<file path="src/rtl/pipe_ctrl_if.sv">
// pipe_ctrl_if -- signal bundle between the pipeline stages and the central
// pipeline controller.
//
// Signals:
//   stallreq_id/ex/mem : stall requests raised by ID, EX and MEM
//   id_load            : instruction currently in ID is a load
//   id_rf_waddr        : destination register of the instruction in ID
//   id_rs_raddr/rt     : source registers read by the instruction in ID
//   br_e               : taken branch resolved this cycle, ID is squashed
//   excp_i/excp_pc_i   : exception from MEM and its handler address
//   stall_o            : per-stage stall bus {WB,MEM,EX,ID,IF,PC}
//   flush_o/new_pc_o   : pipeline flush and redirect target
//   lu_stall_o         : current stall is a load-use stall
//   stall_cnt_o        : running count of load-use stall cycles
//
// Modports:
//   master : the pipeline side (drives requests, consumes control)
//   slave  : the controller side
interface pipe_ctrl_if;
  logic        stallreq_id;
  logic        stallreq_ex;
  logic        stallreq_mem;
  logic        id_load;
  logic [4:0]  id_rf_waddr;
  logic [4:0]  id_rs_raddr;
  logic [4:0]  id_rt_raddr;
  logic        br_e;
  logic        excp_i;
  logic [31:0] excp_pc_i;
  logic [5:0]  stall_o;
  logic        flush_o;
  logic [31:0] new_pc_o;
  logic        lu_stall_o;
  logic [31:0] stall_cnt_o;

  modport master (
    output stallreq_id, stallreq_ex, stallreq_mem,
    output id_load, id_rf_waddr, id_rs_raddr, id_rt_raddr,
    output br_e, excp_i, excp_pc_i,
    input  stall_o, flush_o, new_pc_o, lu_stall_o, stall_cnt_o
  );

  modport slave (
    input  stallreq_id, stallreq_ex, stallreq_mem,
    input  id_load, id_rf_waddr, id_rs_raddr, id_rt_raddr,
    input  br_e, excp_i, excp_pc_i,
    output stall_o, flush_o, new_pc_o, lu_stall_o, stall_cnt_o
  );
endinterface

</file>
<file path="src/rtl/pipe_ctrl.sv">
// pipe_ctrl -- central pipeline controller for the five-stage in-order core.
//
// Merges stall requests from ID/EX/MEM, detects load-use hazards against the
// instruction in ID with a two-slot load scoreboard (loads in EX and MEM),
// sequences the two-cycle exception redirect (freeze, then flush + new PC),
// and counts load-use stall cycles.
//
// Ports:
//   clk : clock, all state on rising edge
//   rst : asynchronous active-high reset
//   bus : pipe_ctrl_if.slave bundle (requests in, stall/flush/redirect out)
module pipe_ctrl (
  input  logic        clk,
  input  logic        rst,
  pipe_ctrl_if.slave  bus
);

  localparam logic [0:0] IDLE  = 1'b0;
  localparam logic [0:0] FLUSH = 1'b1;

  localparam logic [5:0] STALL_NONE = 6'b000000;
  localparam logic [5:0] STALL_ID   = 6'b000111;
  localparam logic [5:0] STALL_EX   = 6'b001111;
  localparam logic [5:0] STALL_MEM  = 6'b011111;
  localparam logic [5:0] STALL_ALL  = 6'b111111;

  logic [0:0]  state_q;
  logic [0:0]  state_d;

  logic        ex_v;
  logic [4:0]  ex_waddr;
  logic        mem_v;
  logic [4:0]  mem_waddr;

  logic [31:0] pc_q;
  logic [31:0] cnt_q;

  logic        ex_hit;
  logic        mem_hit;
  logic        lu;
  logic [5:0]  prio_stall;
  logic [5:0]  stall;
  logic        flush;
  logic        lu_stall;

  // Register 0 is never recorded in the scoreboard, so no $0 guard is needed
  // here. Loads that reached WB are covered by the regfile write bypass.
  assign ex_hit  = ex_v  & ((ex_waddr  == bus.id_rs_raddr) | (ex_waddr  == bus.id_rt_raddr));
  assign mem_hit = mem_v & ((mem_waddr == bus.id_rs_raddr) | (mem_waddr == bus.id_rt_raddr));
  assign lu      = ex_hit | mem_hit;

  // Deepest requesting stage wins: stalling a later stage implies stalling
  // everything in front of it.
  always_comb begin
    prio_stall = STALL_NONE;
    if (bus.stallreq_mem)
      prio_stall = STALL_MEM;
    else if (bus.stallreq_ex)
      prio_stall = STALL_EX;
    else if (bus.stallreq_id | lu)
      prio_stall = STALL_ID;
  end

  // An exception in IDLE freezes the whole pipe for one cycle; during FLUSH
  // nothing stalls and further requests/exceptions are dropped.
  always_comb begin
    stall   = prio_stall;
    state_d = state_q;
    case (state_q)
      IDLE: begin
        if (bus.excp_i) begin
          stall   = STALL_ALL;
          state_d = FLUSH;
        end
      end
      FLUSH: begin
        stall   = STALL_NONE;
        state_d = IDLE;
      end
      default: begin
        stall   = STALL_NONE;
        state_d = IDLE;
      end
    endcase
  end

  assign flush    = (state_q == FLUSH);
  assign lu_stall = lu & (stall == STALL_ID);

  // Exception sequencer and the handler address latched on entry to FLUSH.
  // The address is kept afterwards; consumers qualify it with flush_o.
  always_ff @(posedge clk or posedge rst) begin
    if (rst) begin
      state_q <= IDLE;
      pc_q    <= 32'd0;
    end else begin
      state_q <= state_d;
      if ((state_q == IDLE) && bus.excp_i)
        pc_q <= bus.excp_pc_i;
    end
  end

  // Load scoreboard. A slot holds while its stage is frozen and becomes a
  // bubble when the stage in front of it is frozen. A squashed or stalled
  // ID instruction enters EX as a bubble and must not be recorded.
  always_ff @(posedge clk or posedge rst) begin
    if (rst) begin
      ex_v      <= 1'b0;
      ex_waddr  <= 5'd0;
      mem_v     <= 1'b0;
      mem_waddr <= 5'd0;
    end else if (flush) begin
      ex_v      <= 1'b0;
      ex_waddr  <= 5'd0;
      mem_v     <= 1'b0;
      mem_waddr <= 5'd0;
    end else begin
      if (!stall[3]) begin
        if (stall[2] | bus.br_e) begin
          ex_v     <= 1'b0;
          ex_waddr <= 5'd0;
        end else begin
          ex_v     <= bus.id_load & (bus.id_rf_waddr != 5'd0);
          ex_waddr <= bus.id_rf_waddr;
        end
      end
      if (!stall[4]) begin
        if (stall[3]) begin
          mem_v     <= 1'b0;
          mem_waddr <= 5'd0;
        end else begin
          mem_v     <= ex_v;
          mem_waddr <= ex_waddr;
        end
      end
    end
  end

  // Load-use stall cycle counter, free-running with natural wrap. A flush
  // does not clear it; only reset does.
  always_ff @(posedge clk or posedge rst) begin
    if (rst)
      cnt_q <= 32'd0;
    else if (lu_stall)
      cnt_q <= cnt_q + 32'd1;
  end

  assign bus.stall_o     = stall;
  assign bus.flush_o     = flush;
  assign bus.new_pc_o    = pc_q;
  assign bus.lu_stall_o  = lu_stall;
  assign bus.stall_cnt_o = cnt_q;

endmodule

</file>
<file path="src/flat_wrapper.sv">
// flat-port wrapper written by rule: the top's interface ports become plain ports
module pipe_ctrl_flat 
  (clk, rst, bus_stallreq_id, bus_stallreq_ex, bus_stallreq_mem, bus_id_load, bus_id_rf_waddr, bus_id_rs_raddr, bus_id_rt_raddr, bus_br_e, bus_excp_i, bus_excp_pc_i, bus_stall_o, bus_flush_o, bus_new_pc_o, bus_lu_stall_o, bus_stall_cnt_o);
  pipe_ctrl_if bus_i ();
  input  logic clk;
  input  logic rst;
  input wire logic [$bits(bus_i.stallreq_id)-1:0] bus_stallreq_id;
  input wire logic [$bits(bus_i.stallreq_ex)-1:0] bus_stallreq_ex;
  input wire logic [$bits(bus_i.stallreq_mem)-1:0] bus_stallreq_mem;
  input wire logic [$bits(bus_i.id_load)-1:0] bus_id_load;
  input wire logic [$bits(bus_i.id_rf_waddr)-1:0] bus_id_rf_waddr;
  input wire logic [$bits(bus_i.id_rs_raddr)-1:0] bus_id_rs_raddr;
  input wire logic [$bits(bus_i.id_rt_raddr)-1:0] bus_id_rt_raddr;
  input wire logic [$bits(bus_i.br_e)-1:0] bus_br_e;
  input wire logic [$bits(bus_i.excp_i)-1:0] bus_excp_i;
  input wire logic [$bits(bus_i.excp_pc_i)-1:0] bus_excp_pc_i;
  output wire logic [$bits(bus_i.stall_o)-1:0] bus_stall_o;
  output wire logic [$bits(bus_i.flush_o)-1:0] bus_flush_o;
  output wire logic [$bits(bus_i.new_pc_o)-1:0] bus_new_pc_o;
  output wire logic [$bits(bus_i.lu_stall_o)-1:0] bus_lu_stall_o;
  output wire logic [$bits(bus_i.stall_cnt_o)-1:0] bus_stall_cnt_o;
  assign bus_i.stallreq_id = bus_stallreq_id;
  assign bus_i.stallreq_ex = bus_stallreq_ex;
  assign bus_i.stallreq_mem = bus_stallreq_mem;
  assign bus_i.id_load = bus_id_load;
  assign bus_i.id_rf_waddr = bus_id_rf_waddr;
  assign bus_i.id_rs_raddr = bus_id_rs_raddr;
  assign bus_i.id_rt_raddr = bus_id_rt_raddr;
  assign bus_i.br_e = bus_br_e;
  assign bus_i.excp_i = bus_excp_i;
  assign bus_i.excp_pc_i = bus_excp_pc_i;
  assign bus_stall_o = bus_i.stall_o;
  assign bus_flush_o = bus_i.flush_o;
  assign bus_new_pc_o = bus_i.new_pc_o;
  assign bus_lu_stall_o = bus_i.lu_stall_o;
  assign bus_stall_cnt_o = bus_i.stall_cnt_o;
  pipe_ctrl u_core (.clk(clk), .rst(rst), .bus(bus_i));
endmodule
</file>
<file path="config.mk">
export PLATFORM = sky130hd
export DESIGN_NAME = pipe_ctrl_flat
export DESIGN_NICKNAME = d
export VERILOG_FILES = /design/src/rtl/pipe_ctrl_if.sv /design/src/rtl/pipe_ctrl.sv /design/src/flat_wrapper.sv
export SDC_FILE = /design/constraint.sdc
export NUM_CORES = 1
export LEC_CHECK = 0
export BUFFER_PORTS_ARGS = -buffer_cell sky130_fd_sc_hd__buf_2
export CORE_MARGIN = 2
export CORE_UTILIZATION = 25
export DETAILED_ROUTE_END_ITERATION = 10
export PLACE_DENSITY_LB_ADDON = 0.12
export SYNTH_ARGS = -nofsm -noshare
export SYNTH_HDL_FRONTEND = slang
export SYNTH_SLANG_ARGS = --single-unit
</file>
<file path="constraint.sdc">
create_clock -name clk -period 3.05 [get_ports clk]
set_clock_uncertainty 0.05 [all_clocks]
set_input_delay 0.305 -clock clk [delete_from_list [all_inputs] [get_ports clk]]
set_output_delay 0.305 -clock clk [all_outputs]
set_load 0.1 [all_outputs]
</file>
== Word-level counts from Yosys, hierarchy flattened ==
Cells that the tools add are included.
Word-level totals
  register bits: 77
  input port bits: 55
  output and inout bits: 72
  logic and storage cells: 46
Operators by class
  $add $sub $neg: 1
  equal/unequal tests: 7
  muxes and demuxes: 19
  bitwise logic cells: 10
  reduce and logical (&&, ||, !) cells: 2
Operator list (count)
  $add A32 B1 Y32 const B: 1
  $mux W5: 6
  $eq A5 B5 Y1: 4
  $mux W6: 3
  $pmux W6 S2: 1
  $mux W1: 7
  $eq A6 B3 Y1 const B: 1
  $or A1 B1 Y1: 5
  $reduce_bool A5 Y1: 1
  $and A1 B1 Y1: 4
  $ne A2 B1 Y1 const B: 2
  $mux W3: 1
  $pmux W1 S2: 1
  $logic_and A1 B1 Y1: 1
  $not A1 Y1: 1

== Logic depth before layout (Yosys ltp) ==
Gate-level depths: netlist of the first run.
  depth in word-level cells: 14
  depth in mapped cells: 7
  depth with buffers taken out: 6

== Least setup slack after synthesis of the first run ==
OpenSTA, ideal clock, no wires.
  path kind: reg-to-output
  start: reg u_core.mem_waddr[3]
  end: out bus_stall_o[1]
  arrival time: 2897 ps
  data required time: 2695 ps
  setup slack: -202 ps
  stages on the path, launching flop included: 7
  path buffers: 1
  path through: dfrtp_1 xor2_1 nor4_1 and3_1 nor4_1 nor2_1 buf_4
On the way
  cells in the longest elaborated chain, start to end: 10
  elaborated cells on any way between the ends: 11
  classes of those cells: 2 x eq/ne; 5 x mux; 4 x bitwise
Ends and longest elaborated chain
  from (decl): line pipe_ctrl.sv:33  | logic [4:0] mem_waddr;
  from (signal assigned): line pipe_ctrl.sv:133  | mem_waddr <= ex_waddr;
  $eq A5 B5 Y1: line pipe_ctrl.sv:49  | assign mem_hit = mem_v & ((mem_waddr == bus.id_rs_raddr) | (mem_waddr == bus.id_rt_raddr));
  $or A1 B1 Y1 (*): line pipe_ctrl.sv:49
  $and A1 B1 Y1 (*): line pipe_ctrl.sv:49
  $or A1 B1 Y1 (*): line pipe_ctrl.sv:50  | assign lu = ex_hit | mem_hit;
  $or A1 B1 Y1 (*): line pipe_ctrl.sv:60  | else if (bus.stallreq_id | lu)
  $mux W3 (*): line pipe_ctrl.sv:60
  $mux W6 (*): line pipe_ctrl.sv:58  | else if (bus.stallreq_ex)
  $mux W6 (*): line pipe_ctrl.sv:56  | if (bus.stallreq_mem)
  $mux W6 (*): line pipe_ctrl.sv:71  | if (bus.excp_i) begin
  $pmux W6 S2 (*): line pipe_ctrl.sv:69  | case (state_q)
  to (decl): line flat_wrapper.sv:17  | output wire logic [$bits(bus_i.stall_o)-1:0] bus_stall_o;
Mark *: on every way between the ends. The rest lies on a longest branch, timed or not.

== Final worst setup path of the first run ==
  start: reg u_core.mem_waddr[4]
  end: out bus_stall_o[1]
The elaborated chain is that of the path after synthesis.

==> flow_metrics.env, run 1 <==
export IMPL_h_tree_depth=3
export IMPL_multiInputGateArea_um2=1420
export IMPL_synth_top_cells_by_area="dfrtp_1 (56%), mux2_2 (11%), xor2_1 (7.1%)"
export IMPL_numPlacedInstances=579
export IMPL_crit_type="reg2out"
export IMPL_synthTopCellsByCount="dfrtp_1 (77), mux2_2 (33), xor2_1 (28)"
export IMPL_drt_wl_total_um=8500
export IMPL_coreArea_um2=13300
export IMPL_vias=2632
export IMPL_worst_ep_required_time_ps=2690
export IMPL_status="completed"
export IMPL_clock_path_buffers=2
export IMPL_synth_enable_flop_cells=0
export IMPL_drive_gt1_frac=0.446
export IMPL_antenna_found_initial=0
export IMPL_end_kind="output pin"
export IMPL_yosysMostFrequentCell="dfrtp_1"
export IMPL_slew_headroom=0.426
export IMPL_rsz0062_at_grt="false"
export IMPL_crit_fanout=7
export IMPL_avgViaCountPerCell=4.44
export IMPL_fillers=1387
export IMPL_gp_congestion=0.747
export IMPL_stdcell_area_um2=4580
export IMPL_dpl_cell_area_um2=4290
export IMPL_numClockSinks=77
export IMPL_start_util=0.257
export IMPL_dr_pass1_iters=4
export IMPL_die_height_um=121
export IMPL_hold_path_class="in2async"
export IMPL_vdd_ir_drop_worst_mv=0.349
export IMPL_leakage_uw=0.00225
export IMPL_num_io_pins=127
export IMPL_avgSynthCellArea_um2=12.1
export IMPL_synthFlopType="dfrtp_1"
export IMPL_setup_tns_ps=0
export IMPL_wl_per_cell_um=14.3
export IMPL_clkTransAtPathRegs_ps=60
export IMPL_insertion_delay_ps=340
export IMPL_p_total_uw=2960
export IMPL_drtAntennaViolNets=0
export IMPL_diodes=0
export IMPL_ctsHoldBuffers=0
export IMPL_die_area_um2=14700
export IMPL_postCtsSetupRepairBufs=0
export IMPL_drtIter0Drc=122
export IMPL_fin_cells=593
export IMPL_period_share=0.872
export IMPL_cts_tree="built"
export IMPL_synth_top_area_cell="dfrtp_1"
export IMPL_numCtsBuffers=9
export IMPL_grt_pass1_wl_um=13700
export IMPL_setup_ws_ps=392
export IMPL_p_per_area_nw_per_um2=648
export IMPL_grt_use_total=0.122
export IMPL_ys_warn_count=0
export IMPL_critPathArrivalTime_ps=2300
export IMPL_seq_area_um2=1930
export IMPL_clockRootBuffer="clkbuf_16"
export IMPL_yosysSeqAreaShare=0.561
export IMPL_hold_viol_final=0
export IMPL_async_flop_share=1.00
export IMPL_ys_types=31
export IMPL_drv_cap=0
export IMPL_yosysTopAreaCellShare=0.561
export IMPL_drc=0
export IMPL_grt_max_degree=49
export IMPL_setup_violations=0
export IMPL_tightest_slew_ps=861
export IMPL_slew_viol_final=0
export IMPL_fmax_mhz=376
export IMPL_setup_worst_path_start_class="flop"
export IMPL_fin_crit_ps=2660
export IMPL_cts_resized_gates=0
export IMPL_syn_area_um2=3440
export IMPL_num_rows=42
export IMPL_layout_nets=470
export IMPL_grt_pass1_vias=2685
export IMPL_dpl_worst_slack_ps=723
export IMPL_synth_cells=283
export IMPL_hpwl_um=6240
export IMPL_syn2layout_area_growth_pct=33.1
export IMPL_syn_num_nets=339
export IMPL_overflow=0
export IMPL_port_buffers=126
export IMPL_die_w_um=121
export IMPL_ys_seq_elements=77
-- kinds of logic after synthesis --
logic type,after synthesis,share of synthesized area
buffers and inverters,25,0.0324
AO/OA/AOI/OAI,14,0.0364
multiplexers,33,0.108
flip-flops,77,0.561
AND/OR/NAND/NOR,82,0.129
XOR/XNOR,51,0.130
adder cells (fa/ha/maj),1,0.00364
-- registers in the layout, summed over array words and instances, names as in the netlist --
name and cells:
u_core.bus.new_pc_o 32, u_core.bus.stall_cnt_o 32, u_core.ex_waddr 5, u_core.mem_waddr 5, u_core.ex_v 1, u_core.bus.flush_o 1
u_core.mem_v 1
-- routing by layer --
metal  GRT usage  vias up  share of wire
met2       0.186       82           0.46
met4      0.0625        0          0.022
met5           0        -              0
li1            -     1245              -
met3      0.0381       12          0.072
met1       0.154     1293           0.45
-- per-stage QoR --
stage	hold WS (ps)	utilization
3_5_place_dp	402	0.322
4_1_cts	96.6	0.343
2_1_floorplan	407	-
3_3_place_gp	402	0.322
5_1_grt	141	0.343
6_report	66.8	0.343
-- power breakdown --
part           total (µW)  leakage, µW  switching (µW)  internal, µW
clock                1050     0.000139             403           646
sequential           1120     0.000954            36.3          1090
combinational         790      0.00116             644           145
-- placed cells by master, fill, tap and decap left out, drive strengths merged --
master and count:
buf 133, dfrtp 77, mux2 33, xor2 28
xnor2 23, nor3 17, nor2 14, nand2 12
clkbuf 12, inv 11, nor4 10, nand3 9
nand4 7, a22o 6, a32o 5, or3 5
and3 2, clkinv 2, or2 2, nor2b 1
or4 1, o22ai 1, nand2b 1, o2111ai 1
o31ai 1, nor4b 1, ha 1, bufinv 1
-- layout make-up --
type	instances	share of cell area
Multi-Input combinational cell	181	0.310
Clock buffer	12	0.0539
Inverter	12	0.0101
Tap cell	176	0.0481
Clock inverter	2	0.00766
Sequential cell	77	0.421
Timing Repair Buffer	133	0.149
-- critical path: stages (launching register included) --
cell and delay, ps:
dfrtp_1 420, xor2_1 150, nor4_1 320, and3_1 280, nor4_1 70, buf_4 180
nor2_2 100, buf_2 440
-- final timing paths --
check / from / endpoint / slack [ps] / cells past startpoint
min: rst / u_core.bus.new_pc_o[13] / 70 / 2
max in group asynchronous: rst / u_core.ex_v / 2150 / 3
max reg2reg: u_core.bus.stall_cnt_o[2] / u_core.bus.stall_cnt_o[27] / 770 / 5
min reg2reg: u_core.bus.stall_cnt_o[31] / u_core.bus.stall_cnt_o[31] / 410 / 1
min in group clk: bus_excp_pc_i[25] / u_core.bus.new_pc_o[25] / 150 / 2
max: u_core.mem_waddr[4] / bus_stall_o[1] / 390 / 7
Note: power is estimated with default switching activity, not from simulation.
==> inputs of run 2 (changes only) <==
- PLACE_DENSITY: not set -> 0.52
- PLACE_DENSITY_LB_ADDON: 0.12 -> not set
==> run 2 against run 1 <==
First-iteration DRC count increased by 3.3%. Core utilization decreased by 0.40 points. Critical endpoint is now bus_lu_stall_o. Final cell count decreased by 0.51%. Cell area decreased by 1.2%. Largest power group unchanged. Register-to-register slack got worse by 100 ps. Sequential share of layout area increased by 0.50 points.
==> flow_metrics.env, run 2 (synthesis gave the netlist of run 1 again) <==
export IMPL_crit_fanout=16
export IMPL_drive_gt1_frac=0.440
export IMPL_critPathSlowestCell="o31ai_4"
export IMPL_grt_pass1_wl_um=13500
export IMPL_drt_wl_total_um=8310
export IMPL_critPathArrivalTime_ps=2340
export IMPL_clkTransAtPathRegs_ps=50
export IMPL_diodes=0
export IMPL_crit_type="reg2out"
export IMPL_grt_max_degree=35
export IMPL_numCtsBuffers=9
export IMPL_rsz0062_at_grt="false"
export IMPL_worst_ep_required_time_ps=2690
export IMPL_drtAntennaViolNets=0
export IMPL_critPathLaunch="u_core.mem_waddr[0]"
export IMPL_mostFrequentLayoutCell="buf_2"
export IMPL_cp_depth=6
export IMPL_hpwl_um=6210
export IMPL_gp_congestion=0.814
export IMPL_crit_end="bus_lu_stall_o"
export IMPL_p_per_area_nw_per_um2=624
export IMPL_cts_resized_gates=0
export IMPL_port_buffers=126
export IMPL_cp_slowest_stage_delay_ps=630
export IMPL_vdd_ir_drop_worst_mv=0.409
export IMPL_setup_violations=0
export IMPL_final_cell_mix="buf_2 (126), dfrtp_1 (77), mux2_2 (33)"
export IMPL_avgViaCountPerCell=4.44
export IMPL_num_io_pins=127
export IMPL_drtIter0Drc=126
export IMPL_rr_worst_depth=6
export IMPL_stdcell_area_um2=4520
export IMPL_grt_pass1_vias=2704
export IMPL_r2r_start="u_core.mem_waddr[0]"
export IMPL_path_buf_inv=2
export IMPL_hold_path_class="in2async"
export IMPL_clock_path_buffers=2
export IMPL_worstReg2RegEnd="u_core.bus.stall_cnt_o[1]"
export IMPL_numClockSinks=77
export IMPL_overflow=0
export IMPL_fin_crit_ps=2700
export IMPL_fmax_mhz=371
export IMPL_antenna_found_initial=0
export IMPL_slew_viol_final=0
export IMPL_syn2layout_area_growth_pct=31.6
export IMPL_hold_viol_final=0
export IMPL_coreArea_um2=13300
export IMPL_dr_pass1_iters=4
export IMPL_slew_headroom=0.532
export IMPL_die_height_um=121
export IMPL_cts_tree="built"
export IMPL_end_kind="output pin"
export IMPL_ctsHoldBuffers=0
export IMPL_num_rows=42
export IMPL_dpl_cell_area_um2=4290
export IMPL_setup_worst_path_start_class="flop"
export IMPL_reg2reg_slack_ps=670
export IMPL_tightest_slew_ps=702
export IMPL_die_w_um=121
export IMPL_layout_nets=469
export IMPL_drc=0
export IMPL_setup_tns_ps=0
export IMPL_insertion_delay_ps=330
export IMPL_grt_use_total=0.119
export IMPL_postCtsSetupRepairBufs=0
export IMPL_setup_ws_ps=353
export IMPL_die_area_um2=14700
export IMPL_cpLargestDelayFamily="compound AO/OA/AOI/OAI gates"
export IMPL_start_util=0.257
export IMPL_h_tree_depth=3
export IMPL_leakage_uw=0.00223
export IMPL_crit_chain="xor2_1 -> nor4_1 -> and3_1 -> o31ai_4 -> inv_1 -> buf_2"
export IMPL_wl_per_cell_um=14.1
export IMPL_drv_cap=0
export IMPL_status="completed"
export IMPL_clockRootBuffer="clkbuf_16"
export IMPL_dpl_worst_slack_ps=637
export IMPL_period_share=0.884
export IMPL_vias=2617
run 2: worst min-delay path by stage:
stage | start | endpoint | slack [ps]
CTS | rst | u_core.bus.new_pc_o[19] | 20
global placement | rst | u_core.bus.new_pc_o[19] | 380
detailed placement | rst | u_core.bus.new_pc_o[19] | 380
finish | rst | u_core.bus.new_pc_o[19] | 5
global route | rst | u_core.bus.new_pc_o[19] | 50
floorplan | bus_excp_pc_i[17] | u_core.bus.new_pc_o[17] | 410
run 2: area by class of cell:
class,instances,area [µm²]
Clock buffer,12,236
Fill cell,1391,8830
Inverter,12,45.0
Multi-Input combinational cell,181,1420
Sequential cell,77,1930
Tap cell,176,220
Timing Repair Buffer,132,676
run 2: through the flow:
| stage | hold slack, ps | std cells | power (µW) | util |
|---|---|---|---|---|
| after detailed placement | 385 | 578 | 1940 | 0.321 |
| after global placement | 378 | 578 | 1930 | 0.321 |
| final | 5.32 | 590 | 2820 | 0.339 |
| after floorplan | 407 | 283 | 1790 | - |
| after CTS | 23.1 | 590 | 2870 | 0.339 |
| after global routing | 52.3 | 590 | 2940 | 0.339 |
run 2: where the power goes:
| part | internal (µW) | switching (µW) | total, µW |
|---|---|---|---|
| sequential | 1090 | 37.4 | 1130 |
| combinational | 144 | 644 | 788 |
| clock | 533 | 377 | 910 |
| total | 1770 | 1060 | 2820 |
run 2: metal layers:
layer | vias to the layer above | routed length, µm | track usage
met5 | - | 0 | 0
met4 | 0 | 112 | 0.0431
met3 | 10 | 709 | 0.0522
met2 | 87 | 3880 | 0.184
met1 | 1284 | 3610 | 0.147
li1 | 1236 | - | -
==> inputs of run 3 (changes only) <==
- CELL_PAD_IN_SITES_DETAIL_PLACEMENT: not set -> 1
- CELL_PAD_IN_SITES_GLOBAL_PLACEMENT: not set -> 2
- PLACE_DENSITY: 0.52 -> 0.73
==> run 3 against run 2 <==
Critical path depth did not move. Final cell count increased by 0.34%. Total power up 13%. Largest cell class unchanged. Highest routed layer unchanged.
==> flow_metrics.env, run 3 (synthesis gave the netlist of run 1 again) <==
export IMPL_slew_headroom=0.336
export IMPL_gp_congestion=0.819
export IMPL_critPathLaunch="u_core.mem_waddr[0]"
export IMPL_period_share=0.916
export IMPL_drive_gt1_frac=0.450
export IMPL_die_area_um2=14700
export IMPL_setup_violations=0
export IMPL_drt_wl_total_um=8870
export IMPL_power_switching_uw=1080
export IMPL_worstReg2RegEnd="u_core.bus.stall_cnt_o[1]"
export IMPL_h_tree_depth=3
export IMPL_critPathArrivalTime_ps=2440
export IMPL_insertion_delay_ps=330
export IMPL_drtIter0Drc=114
export IMPL_numCtsBuffers=9
export IMPL_rsz0062_at_grt="false"
export IMPL_clkTransAtPathRegs_ps=60
export IMPL_status="completed"
export IMPL_numClockSinks=77
export IMPL_ctsHoldBuffers=0
export IMPL_grt_use_total=0.129
export IMPL_drc=0
export IMPL_crit_fanout=18
export IMPL_crit_chain="xor2_1 -> nor4_1 -> and3_1 -> o31ai_4 -> inv_1 -> buf_2"
export IMPL_hold_path_class="in2reg"
export IMPL_cp_slowest_stage_delay_ps=750
export IMPL_antenna_found_initial=0
export IMPL_start_util=0.257
export IMPL_setup_tns_ps=0
export IMPL_die_w_um=121
export IMPL_fmax_mhz=358
export IMPL_end_kind="output pin"
export IMPL_grt_pass1_wl_um=14600
export IMPL_vias=2659
export IMPL_hold_viol_final=0
export IMPL_crit_type="reg2out"
export IMPL_fin_crit_ps=2790
export IMPL_overflow=0
export IMPL_reg2reg_slack_ps=480
export IMPL_dr_pass1_iters=4
export IMPL_port_buffers=126
export IMPL_mostFrequentLayoutCell="buf_2"
export IMPL_postCtsSetupRepairBufs=0
export IMPL_drtAntennaViolNets=0
export IMPL_intPower_uw=2100
export IMPL_fin_util=0.347
export IMPL_die_height_um=121
export IMPL_num_io_pins=127
export IMPL_critPathSlowestCell="o31ai_4"
export IMPL_layout_nets=467
export IMPL_p_sw_frac=0.340
export IMPL_fin_cells=592
export IMPL_cts_resized_gates=0
export IMPL_setup_worst_path_start_class="flop"
export IMPL_grt_pass1_vias=2776
export IMPL_cts_tree="built"
export IMPL_wl_per_cell_um=15.0
export IMPL_power_frac_clock=0.398
export IMPL_clockRootBuffer="clkbuf_16"
export IMPL_numPlacedInstances=576
export IMPL_hpwl_um=6560
export IMPL_rr_worst_depth=6
export IMPL_coreArea_um2=13300
export IMPL_fillers=1520
export IMPL_drv_cap=0
export IMPL_r2r_start="u_core.mem_waddr[0]"
export IMPL_p_comb_frac=0.248
export IMPL_power_frac_seq=0.354
export IMPL_leakage_uw=0.00228
export IMPL_tightest_slew_ps=997
export IMPL_clock_path_buffers=2
export IMPL_avgViaCountPerCell=4.49
export IMPL_p_per_area_nw_per_um2=685
export IMPL_grt_max_degree=78
export IMPL_syn2layout_area_growth_pct=34.9
export IMPL_slew_viol_final=0
export IMPL_crit_end="bus_lu_stall_o"
export IMPL_diodes=0
export IMPL_final_cell_mix="buf_2 (126), dfrtp_1 (77), mux2_2 (33)"
export IMPL_vdd_ir_drop_worst_mv=0.322
export IMPL_worst_ep_required_time_ps=2690
export IMPL_num_rows=42
-- run 3: cell types whose count changed in the layout (fill, tap and decap cells not counted), sizes merged --
cell / change
buf: -2
bufinv: +3
clkbuf: +1
clkinv: +1
inv: -1
-- run 3: critical path: cells and delay by family, from the launching register on --
kind | cells | cell delay [ps]
flops | 1 | 420
buf+inv | 2 | 430
simple gates | 2 | 320
compound gates | 1 | 750
xor+xnor | 1 | 190
-- run 3: how the worst min path moves through the flow --
stage                          startpoint                          to  slack [ps]  cells after the start
3_3_place_gp   u_core.bus.stall_cnt_o[31]  u_core.bus.stall_cnt_o[31]         400                      1
2_1_floorplan           bus_excp_pc_i[17]     u_core.bus.new_pc_o[17]         410                      1
5_1_grt                 bus_excp_pc_i[31]     u_core.bus.new_pc_o[31]         130                      2
3_5_place_dp   u_core.bus.stall_cnt_o[31]  u_core.bus.stall_cnt_o[31]         410                      1
6_report                bus_excp_pc_i[21]     u_core.bus.new_pc_o[21]         150                      2
4_1_cts                  bus_excp_pc_i[8]      u_core.bus.new_pc_o[8]         130                      2
-- run 3: area by class of cell --
class,instances,area (µm²),area share
multi-input combinational,181,1420,0.307
inverter,12,46.3,0.00998
timing repair buffer,130,661,0.142
sequential,77,1930,0.415
clock inverter,3,90.1,0.0194
tap,176,220,0.0475
clock buffer,13,270,0.0583
-- run 3: per-stage QoR --
stage	area [µm²]	power (µW)	hold WS (ps)	setup slack, ps
final	4640	3180	153	256
after global routing	4640	3320	133	117
after CTS	4630	3240	134	61.3
after detailed placement	4270	1940	415	467
after global placement	4270	1930	401	486
after floorplan	3440	1790	407	137
-- run 3: layer usage --
metal	wire, µm	share of wire	vias to the layer above	GRT usage
met5	0	0	-	0
met2	4450	0.50	77	0.210
li1	-	-	1240	-
met4	145	0.016	0	0.0431
met3	670	0.076	10	0.0517
met1	3600	0.41	1332	0.155
-- run 3: power by group through the flow --
stage          clock (µW)  sequential [µW]  combinational [µW]
2_1_floorplan           0             1620                 168
6_report             1260             1120                 789
3_3_place_gp            0             1140                 794
5_1_grt              1370             1140                 817
4_1_cts              1320             1130                 798
3_5_place_dp            0             1140                 797
